===== src/rtl/uart_cmd_master.sv =====
// Host-side initiator for the UART housekeeping command protocol: serializes
// "xxm" / "xxw" / "r" character sequences and captures the 1-byte read reply.
module uart_cmd_master #(
    parameter int ADDR_CACHE = 1,
    parameter int RX_TIMEOUT = 4096
) (
    input  logic       clk,
    input  logic       reset_n,
    input  logic       baudclk16,
    input  logic       req_valid,
    output logic       req_ready,
    input  logic       req_write,
    input  logic [7:0] req_addr,
    input  logic [7:0] req_wdata,
    output logic       rsp_valid,
    output logic [7:0] rsp_rdata,
    output logic       rsp_timeout,
    output logic       uart_tx,
    input  logic       uart_rx,
    output logic [2:0] dbg_state
);
    localparam int TW = $clog2(RX_TIMEOUT + 1);
    localparam logic [TW-1:0] TO_LAST = TW'(RX_TIMEOUT - 1);

    typedef enum logic [2:0] {S_IDLE, S_LOAD, S_SEND, S_WAIT_RX, S_RESP} state_t;

    // Handshake: a request transfers on a clk edge where req_valid & req_ready;
    // req_ready is high only in IDLE and drops from the accept edge through RESP.
    state_t        state_q, state_d;
    logic          req_ready_q, req_ready_d;
    logic          rsp_valid_q, rsp_valid_d;
    logic [7:0]    rsp_rdata_q, rsp_rdata_d;
    logic          rsp_timeout_q, rsp_timeout_d;
    logic          tx_q, tx_d;
    logic          wr_q, wr_d;
    logic [7:0]    addr_q, addr_d;
    logic [7:0]    wdata_q, wdata_d;
    logic          cache_valid_q, cache_valid_d;
    logic [7:0]    cache_addr_q, cache_addr_d;
    logic [47:0]   buf_q, buf_d;
    logic [2:0]    n_q, n_d;
    logic          tx_started_q, tx_started_d;
    logic [3:0]    tx_bit_q, tx_bit_d;
    logic [3:0]    tx_tick_q, tx_tick_d;
    logic [TW-1:0] to_cnt_q, to_cnt_d;
    logic          rx_meta_q, rx_meta_d;
    logic          rx_sync_q, rx_sync_d;
    logic          rx_last_q, rx_last_d;
    logic          rx_busy_q, rx_busy_d;
    logic [7:0]    rx_cnt_q, rx_cnt_d;
    logic [7:0]    rx_shift_q, rx_shift_d;
    logic [7:0]    rx_cnt_inc;
    logic          rx_good;
    logic          send_m;

    always_comb begin
        state_d       = state_q;
        req_ready_d   = req_ready_q;
        rsp_valid_d   = 1'b0;
        rsp_rdata_d   = rsp_rdata_q;
        rsp_timeout_d = rsp_timeout_q;
        tx_d          = tx_q;
        wr_d          = wr_q;
        addr_d        = addr_q;
        wdata_d       = wdata_q;
        cache_valid_d = cache_valid_q;
        cache_addr_d  = cache_addr_q;
        buf_d         = buf_q;
        n_d           = n_q;
        tx_started_d  = tx_started_q;
        tx_bit_d      = tx_bit_q;
        tx_tick_d     = tx_tick_q;
        to_cnt_d      = to_cnt_q;
        rx_meta_d     = uart_rx;
        rx_sync_d     = rx_meta_q;
        rx_last_d     = rx_last_q;
        rx_busy_d     = rx_busy_q;
        rx_cnt_d      = rx_cnt_q;
        rx_shift_d    = rx_shift_q;
        rx_cnt_inc    = rx_cnt_q + 8'd1;
        rx_good       = 1'b0;
        send_m        = !((ADDR_CACHE != 0) && cache_valid_q && (addr_q == cache_addr_q));

        // Receiver runs continuously; rx_cnt counts ticks since the start edge.
        if (baudclk16) begin
            rx_last_d = rx_sync_q;
            if (!rx_busy_q) begin
                if (rx_last_q && !rx_sync_q) begin
                    rx_busy_d = 1'b1;
                    rx_cnt_d  = 8'd0;
                end
            end else begin
                rx_cnt_d = rx_cnt_inc;
                if (rx_cnt_inc == 8'd8) begin
                    if (rx_sync_q) rx_busy_d = 1'b0;
                end else if (rx_cnt_inc == 8'd152) begin
                    rx_busy_d = 1'b0;
                    rx_good   = rx_sync_q;
                end else if (rx_cnt_inc[3:0] == 4'd8) begin
                    rx_shift_d = {rx_sync_q, rx_shift_q[7:1]};
                end
            end
        end

        case (state_q)
            S_IDLE: begin
                req_ready_d = 1'b1;
                if (req_valid && req_ready_q) begin
                    req_ready_d = 1'b0;
                    wr_d        = req_write;
                    addr_d      = req_addr;
                    wdata_d     = req_wdata;
                    state_d     = S_LOAD;
                end
            end
            S_LOAD: begin
                // First character to send sits in the low byte of buf.
                if (wr_q) begin
                    if (send_m) begin
                        buf_d = {8'h77, 4'h3, wdata_q[3:0], 4'h3, wdata_q[7:4],
                                 8'h6D, 4'h3, addr_q[3:0], 4'h3, addr_q[7:4]};
                        n_d   = 3'd6;
                    end else begin
                        buf_d = {24'h0, 8'h77, 4'h3, wdata_q[3:0], 4'h3, wdata_q[7:4]};
                        n_d   = 3'd3;
                    end
                end else if (send_m) begin
                    buf_d = {16'h0, 8'h72, 8'h6D, 4'h3, addr_q[3:0], 4'h3, addr_q[7:4]};
                    n_d   = 3'd4;
                end else begin
                    buf_d = {40'h0, 8'h72};
                    n_d   = 3'd1;
                end
                if (send_m) begin
                    cache_valid_d = 1'b1;
                    cache_addr_d  = addr_q;
                end
                tx_started_d = 1'b0;
                state_d      = S_SEND;
            end
            S_SEND: begin
                if (baudclk16) begin
                    if (!tx_started_q) begin
                        tx_started_d = 1'b1;
                        tx_d         = 1'b0;
                        tx_bit_d     = 4'd0;
                        tx_tick_d    = 4'd0;
                    end else if (tx_tick_q == 4'd15) begin
                        tx_tick_d = 4'd0;
                        if (tx_bit_q == 4'd9) begin
                            if (n_q == 3'd1) begin
                                tx_d         = 1'b1;
                                tx_started_d = 1'b0;
                                if (wr_q) begin
                                    state_d       = S_RESP;
                                    rsp_valid_d   = 1'b1;
                                    rsp_rdata_d   = 8'h00;
                                    rsp_timeout_d = 1'b0;
                                end else begin
                                    state_d  = S_WAIT_RX;
                                    to_cnt_d = '0;
                                end
                            end else begin
                                buf_d    = {8'h00, buf_q[47:8]};
                                n_d      = n_q - 3'd1;
                                tx_bit_d = 4'd0;
                                tx_d     = 1'b0;
                            end
                        end else begin
                            tx_bit_d = tx_bit_q + 4'd1;
                            tx_d     = (tx_bit_q == 4'd8) ? 1'b1 : buf_q[tx_bit_q[2:0]];
                        end
                    end else begin
                        tx_tick_d = tx_tick_q + 4'd1;
                    end
                end
            end
            S_WAIT_RX: begin
                // A completed good byte wins over a timeout on the same tick.
                if (rx_good) begin
                    state_d       = S_RESP;
                    rsp_valid_d   = 1'b1;
                    rsp_rdata_d   = rx_shift_q;
                    rsp_timeout_d = 1'b0;
                end else if (baudclk16) begin
                    if (to_cnt_q == TO_LAST) begin
                        state_d       = S_RESP;
                        rsp_valid_d   = 1'b1;
                        rsp_rdata_d   = 8'hFF;
                        rsp_timeout_d = 1'b1;
                    end else begin
                        to_cnt_d = to_cnt_q + 1'b1;
                    end
                end
            end
            S_RESP: begin
                req_ready_d = 1'b1;
                state_d     = S_IDLE;
            end
            default: state_d = S_IDLE;
        endcase
    end

    always_ff @(posedge clk) begin
        if (!reset_n) begin
            state_q       <= S_IDLE;
            req_ready_q   <= 1'b0;
            rsp_valid_q   <= 1'b0;
            rsp_rdata_q   <= 8'h00;
            rsp_timeout_q <= 1'b0;
            tx_q          <= 1'b1;
            wr_q          <= 1'b0;
            addr_q        <= 8'h00;
            wdata_q       <= 8'h00;
            cache_valid_q <= 1'b0;
            cache_addr_q  <= 8'h00;
            buf_q         <= 48'h0;
            n_q           <= 3'd0;
            tx_started_q  <= 1'b0;
            tx_bit_q      <= 4'd0;
            tx_tick_q     <= 4'd0;
            to_cnt_q      <= '0;
            rx_meta_q     <= 1'b1;
            rx_sync_q     <= 1'b1;
            rx_last_q     <= 1'b1;
            rx_busy_q     <= 1'b0;
            rx_cnt_q      <= 8'd0;
            rx_shift_q    <= 8'h00;
        end else begin
            state_q       <= state_d;
            req_ready_q   <= req_ready_d;
            rsp_valid_q   <= rsp_valid_d;
            rsp_rdata_q   <= rsp_rdata_d;
            rsp_timeout_q <= rsp_timeout_d;
            tx_q          <= tx_d;
            wr_q          <= wr_d;
            addr_q        <= addr_d;
            wdata_q       <= wdata_d;
            cache_valid_q <= cache_valid_d;
            cache_addr_q  <= cache_addr_d;
            buf_q         <= buf_d;
            n_q           <= n_d;
            tx_started_q  <= tx_started_d;
            tx_bit_q      <= tx_bit_d;
            tx_tick_q     <= tx_tick_d;
            to_cnt_q      <= to_cnt_d;
            rx_meta_q     <= rx_meta_d;
            rx_sync_q     <= rx_sync_d;
            rx_last_q     <= rx_last_d;
            rx_busy_q     <= rx_busy_d;
            rx_cnt_q      <= rx_cnt_d;
            rx_shift_q    <= rx_shift_d;
        end
    end

    assign req_ready   = req_ready_q;
    assign rsp_valid   = rsp_valid_q;
    assign rsp_rdata   = rsp_rdata_q;
    assign rsp_timeout = rsp_timeout_q;
    assign uart_tx     = tx_q;
    assign dbg_state   = state_q;
endmodule


===== config.mk =====
export PLATFORM = sky130hd
export DESIGN_NAME = uart_cmd_master
export DESIGN_NICKNAME = d
export VERILOG_FILES = /design/src/rtl/uart_cmd_master.sv
export SDC_FILE = /design/constraint.sdc
export NUM_CORES = 1
export LEC_CHECK = 0
export BUFFER_PORTS_ARGS = -buffer_cell sky130_fd_sc_hd__buf_2
export CELL_PAD_IN_SITES_DETAIL_PLACEMENT = 1
export CELL_PAD_IN_SITES_GLOBAL_PLACEMENT = 1
export CORE_MARGIN = 8
export CORE_UTILIZATION = 25
export CTS_CLUSTER_SIZE = 20
export DETAILED_ROUTE_END_ITERATION = 7
export PLACE_DENSITY = 0.49
export SLEW_MARGIN = 10
export SYNTH_ARGS = -nofsm -noshare
export SYNTH_HDL_FRONTEND = slang
export SYNTH_SLANG_ARGS = --single-unit

===== constraint.sdc =====
create_clock -name clk -period 2.95 [get_ports clk]
set_input_delay 0.1475 -clock clk [delete_from_list [all_inputs] [get_ports clk]]
set_output_delay 0.1475 -clock clk [all_outputs]
set_load 0.02 [all_outputs]

==> After elaboration in Yosys (flattened, before gate mapping) <==
Cells that the tools add are included.
{ "op_classes": {"n_lt_le_gt_ge": 1, "addsub": 5, "eq_ne": 29, "mux": 101, "reduce_logical": 21, "div_mod_pow": 0, "multipliers": 0, "bitwise": 3, "n_shift": 0} }
{ "ops": {"columns": ["operator", "count"], "rows": [
  ["2-to-1 mux 48 bit", 6],
  ["2-to-1 mux 13 bit", 9],
  ["one-hot mux 48 bit (2 select lines)", 1],
  ["2-to-1 mux 8 bit", 11],
  ["2-to-1 mux 3 bit", 18],
  ["2-to-1 mux 47 bit", 1],
  ["2-to-1 mux 1 bit", 39],
  ["2-to-1 mux 31 bit", 1],
  ["one-hot mux 13 bit (2 select lines)", 1],
  ["2-to-1 mux 4 bit", 6],
  ["inequality test 2 bit (second input constant)", 12],
  ["== test 4 bit (second input constant)", 4],
  ["one-hot mux 8 bit (2 select lines)", 1],
  ["adder 13 x 1 -> 13 bit (second input constant)", 1],
  ["== test 13 x 12 -> 1 bit (second input constant)", 1],
  ["one-hot mux 3 bit (4 select lines)", 1],
  ["AND reduction 10 bit", 1],
  ["AND reduction 2 bit", 5],
  ["inequality test 3 bit (second input constant)", 3],
  ["AND reduction 9 bit", 1],
  ["adder 4 x 1 -> 4 bit (second input constant)", 2],
  ["adder 8 x 1 -> 8 bit (second input constant)", 1],
  ["== test 8 x 4 -> 1 bit (second input constant)", 1],
  ["== test 8 bit", 1],
  ["20 further kinds", 32]
]} }
{ "word_totals": {"input_bits": 22, "latch_bits": 0, "memories": 0, "register_bits": 134, "rom_bits": 0, "out_inout_bits": 15, "word_cells": 183, "mem_bits_rw": 0} }

==> Longest topological paths before layout <==
{ "logic_depth": {"word_depth": 8, "mapped_depth": 9, "mapped_depth_nobuf": 7} }

==> Worst setup path before layout <==
OpenSTA, ideal clock, no wires.
{ "synth_timing": {"path_kind": "reg-to-reg", "from": "register tx_bit_q[0]", "to": "register buf_q[11]", "stages_incl_launch_ff": 9, "setup_ps": 124, "t_arrival_ps": 1983, "n_path_buf": 2, "t_required_ps": 2826, "period_less_slack_ps": 2107, "slack_ps": 843, "cell_sequence": "dfxtp_1 -> ha_1 -> nand4b_1 -> o31a_1 -> or3_4 -> buf_6 -> buf_6 -> a221oi_2 -> a21oi_1"} }
{ "synth_via": {"elab_chain_len": 3} }
{ "synth_rtl": {"columns": ["item", "line", "source"], "rows": [
  ["start: declaration", "43", "logic [3:0] tx_bit_q, tx_bit_d;"],
  ["start signal: assignment", "244", "tx_bit_q <= tx_bit_d;"],
  ["== test 4 bit", "150", "if (tx_bit_q == 4'd9) begin"],
  ["inequality test 2 bit (no line)", null, null],
  ["AND reduction 6 bit (no line)", null, null],
  ["end signal: assignment", "241", "buf_q <= buf_d;"],
  ["end: declaration", "40", "logic [47:0] buf_q, buf_d;"]
]} }
Every way passes these cells.
A chain may end at the register's enable or synchronous reset.

==> Final worst setup path <==
{ "layout_timing": {"from": "register tx_bit_q[0]", "to": "register buf_q[16]"} }
The elaborated chain is that of the path after synthesis.

==> flow_summary.yaml <==
power:
  vdd_ir_drop_max_mv: 0.337
  pwr_density_cell_nw_per_um2: 827
  p_leak_nw: 2.63
logic_synthesis:
  synth_top_area_share_pct: 42.0
  synth-seq-cells: 120
  synth_area_leaders: "dfxtp_1 42%, nand2_1 6.3%, a21oi_1 6.0%, mux2i_1 4.6%, nor2_1 3.7%"
  synth_nets: 712
  synth_cell_types: 71
  synth_seq_area_share_pct: 42.0
  synth_most_common_cell: "dfxtp_1"
  synth_area_per_cell_um2: 8.39
  async_flop_share_pct: 0
  ys_warn_count: 0
  synthTopCellsByCount: "120 x dfxtp_1, 96 x nand2_1, 69 x a21oi_1"
  ys.flop_type: "dfxtp_1"
  yosysTopAreaCell: "dfxtp_1"
  synth_cells: 682
  syn-cell-area_um2: 5720
  synth_edf_count: 0
timing:
  period_minus_slack_ns: 2.47
  skew_ns: 0.00877
  max-slew-margin-rel_pct: 21.8
  min_period_over_period_pct: 83.8
  final_max_slew_viol_count: 0
  timing.fmax_ghz: 0.405
  finalSetupViolations: 0
  finalHoldViolations: 0
  tightest_slew_ns: 1.17
  rsz0062_at_grt: "false"
  tns_ns: 0
cts:
  cts_root_buffer: "clkbuf_16"
  clk_pin_slew_worst_paths_ns: 0.06
  numCtsBuffers: 17
  clkSinkCount: 120
  cts_tree: "built"
  ctsResizeCount: 0
  clock_latency_ns: 0.42
  h-tree-depth: 4
  cts_buffer_depth: 2
route:
  routed_via_density: 5.04
  wire_per_inst_um: 17.3
  first_pass_iters: 4
  drc: 0
  wl_um: 17700
  drt-initial-drc-count: 196
  postRouteAntennaNets: 0
  vias: 5160
critical_path:
  cpPeakStageDelay_ns: 0.57
  crit_path_start_kind: "register"
  critPathBufInv: 0
  path_delay_family: "compound AO/OA/AOI/OAI gates"
  critPathRequiredTime_ns: 3.31
  worstPathMaxFanout: 29
  rrSetupSlack_ns: 0.48
  r2r-start: "tx_bit_q[0]"
  worstSetupPathType: "register to register"
  r2r_cells: 6
  slowest_stage: "or3_4"
  crit_chain: "ha_1 -> nand4b_1 -> o31a_1 -> or3_4 -> a211oi_4 -> a22o_1"
  crit_arrival_ns: 2.83
  startpoint: "tx_bit_q[0]"
  worstSetupEndpointType: "register"
  rr_endpoint: "buf_q[16]"
  cp_num_cells: 6
  crit_path_end: "buf_q[16]"
worst_hold_path:
  min_path_type: "input port to register"
floorplanning:
  fp.dieH_um: 167
  ios: 37
  fp.dieW_um: 167
  dieArea_um2: 28000
  rows: 55
  start_util_pct: 25.3
  core_area_um2: 22600
final_layout:
  fin_nets: 756
  diodes: 0
  finalCoreUtilization_pct: 31.0
  final_layout_size_suffix_gt1_share_pct: 15.0
  syn_to_final_growth_pct: 22.5
placed_design:
  placement.io_buffers: 36
  gp_congestion: 0.760
  hpwl_um: 12500
grt:
  grt_start_max_net_pins: 30
  grt-ovfl-total: 0
  antenna_found_initial: 0
  grtUsageTotal_pct: 13.0
  grt_pass1_wl_um: 29200
  first_global_vias: 5438
run_status:
  status: "finished clean"
flow_run:
  max_cap_viol_count: 0
layout by cell type, fill, tap and decap left out, types with 20 or more instances in the layout:
| cell type | synthesis | layout |
|---|---|---|
| buf_4 | 4 | 20 |
| dfxtp_1 | 120 | 120 |
| nand2b_1 | 23 | 23 |
| nor2_1 | 56 | 56 |
| buf_2 | 10 | 36 |
| mux2i_1 | 26 | 26 |
| a21oi_1 | 69 | 69 |
| nand2_1 | 96 | 96 |
| o21ai_0 | 31 | 31 |
| nand3_1 | 31 | 31 |
area by class of cell:
cell class | count | area [um^2]
inverter | 14 | 52.6
sequential | 120 | 2400
timing repair buffer | 73 | 500
multi-input combinational | 500 | 3050
clock buffer | 21 | 470
fill | 2656 | 15600
clock inverter | 11 | 169
tap | 285 | 357
repair_timing:
item	4_1_cts	5_1_grt
hold buffers	17	0
setup buffers	0	0
hold endpoints to repair	17	0
registers in the layout, summed over array words and instances (netlist names), 3 cells and up:
signal / count
cache_addr_q: 8
wdata_q: 8
rx_shift_q: 8
rsp_rdata: 8
rx_cnt_q: 8
n_q: 3
dbg_state: 3
to_cnt_q: 13
addr_q: 8
tx_bit_q: 4
tx_tick_q: 4
buf_q: 34
power by group:
part / internal (mW) / total [mW] / switching [mW]
clock: 1.48 / 2.26 / 0.784
combinational: 0.510 / 1.46 / 0.945
sequential: 1.85 / 2.07 / 0.218
worst min path at each step:
stage                          from  cells after the start         to  slack [ns]
final                     req_write                      3       wr_q        0.02
after global routing      req_write                      3       wr_q        0.04
after CTS                 req_write                      3       wr_q       0.009
after detailed placement    uart_rx                      2  rx_meta_q        0.34
after global placement      uart_rx                      2  rx_meta_q        0.33
after floorplan             uart_rx                      1  rx_meta_q        0.25
tightest hold or removal path, delay by kind of cell:
family,cells,cell delay (ns)
buf+inv,1,0.10
compound gates,1,0.07
simple gates,1,0.07
routing by layer:
metal	share of wire, %	GRT usage, %
met1	43	14.4
met4	1.8	4.74
met2	52	23.8
met5	0	0
met3	3.1	3.17
per-stage QoR:
| step | setup WS, ns | hold WS [ns] | cell area [um^2] | total power [mW] | cells |
|---|---|---|---|---|---|
| after floorplan | 0.843 | 0.249 | 5720 | 3.10 | 682 |
| after global placement | 0.529 | 0.335 | 6190 | 3.51 | 975 |
| after detailed placement | 0.439 | 0.341 | 6190 | 3.57 | 975 |
| after CTS | 0.439 | 0.00897 | 7000 | 5.89 | 1024 |
| after global routing | 0.137 | 0.0380 | 7000 | 6.15 | 1024 |
| final | 0.478 | 0.0190 | 7000 | 5.79 | 1024 |
logic make-up (layout without fill, tap and decap cells):
group / count (synthesis) / after routing / synth area share (%)
XOR/XNOR: 9 / 9 / 1.38
buffers and inverters: 62 / 119 / 4.81
flip-flops: 120 / 120 / 42.0
multiplexers: 29 / 29 / 5.34
AND/OR/NAND/NOR: 269 / 269 / 22.6
AO/OA/AOI/OAI: 185 / 185 / 22.1
adder cells (fa/ha/maj): 8 / 8 / 1.75
No activity file was read; power rests on OpenSTA's default activity.
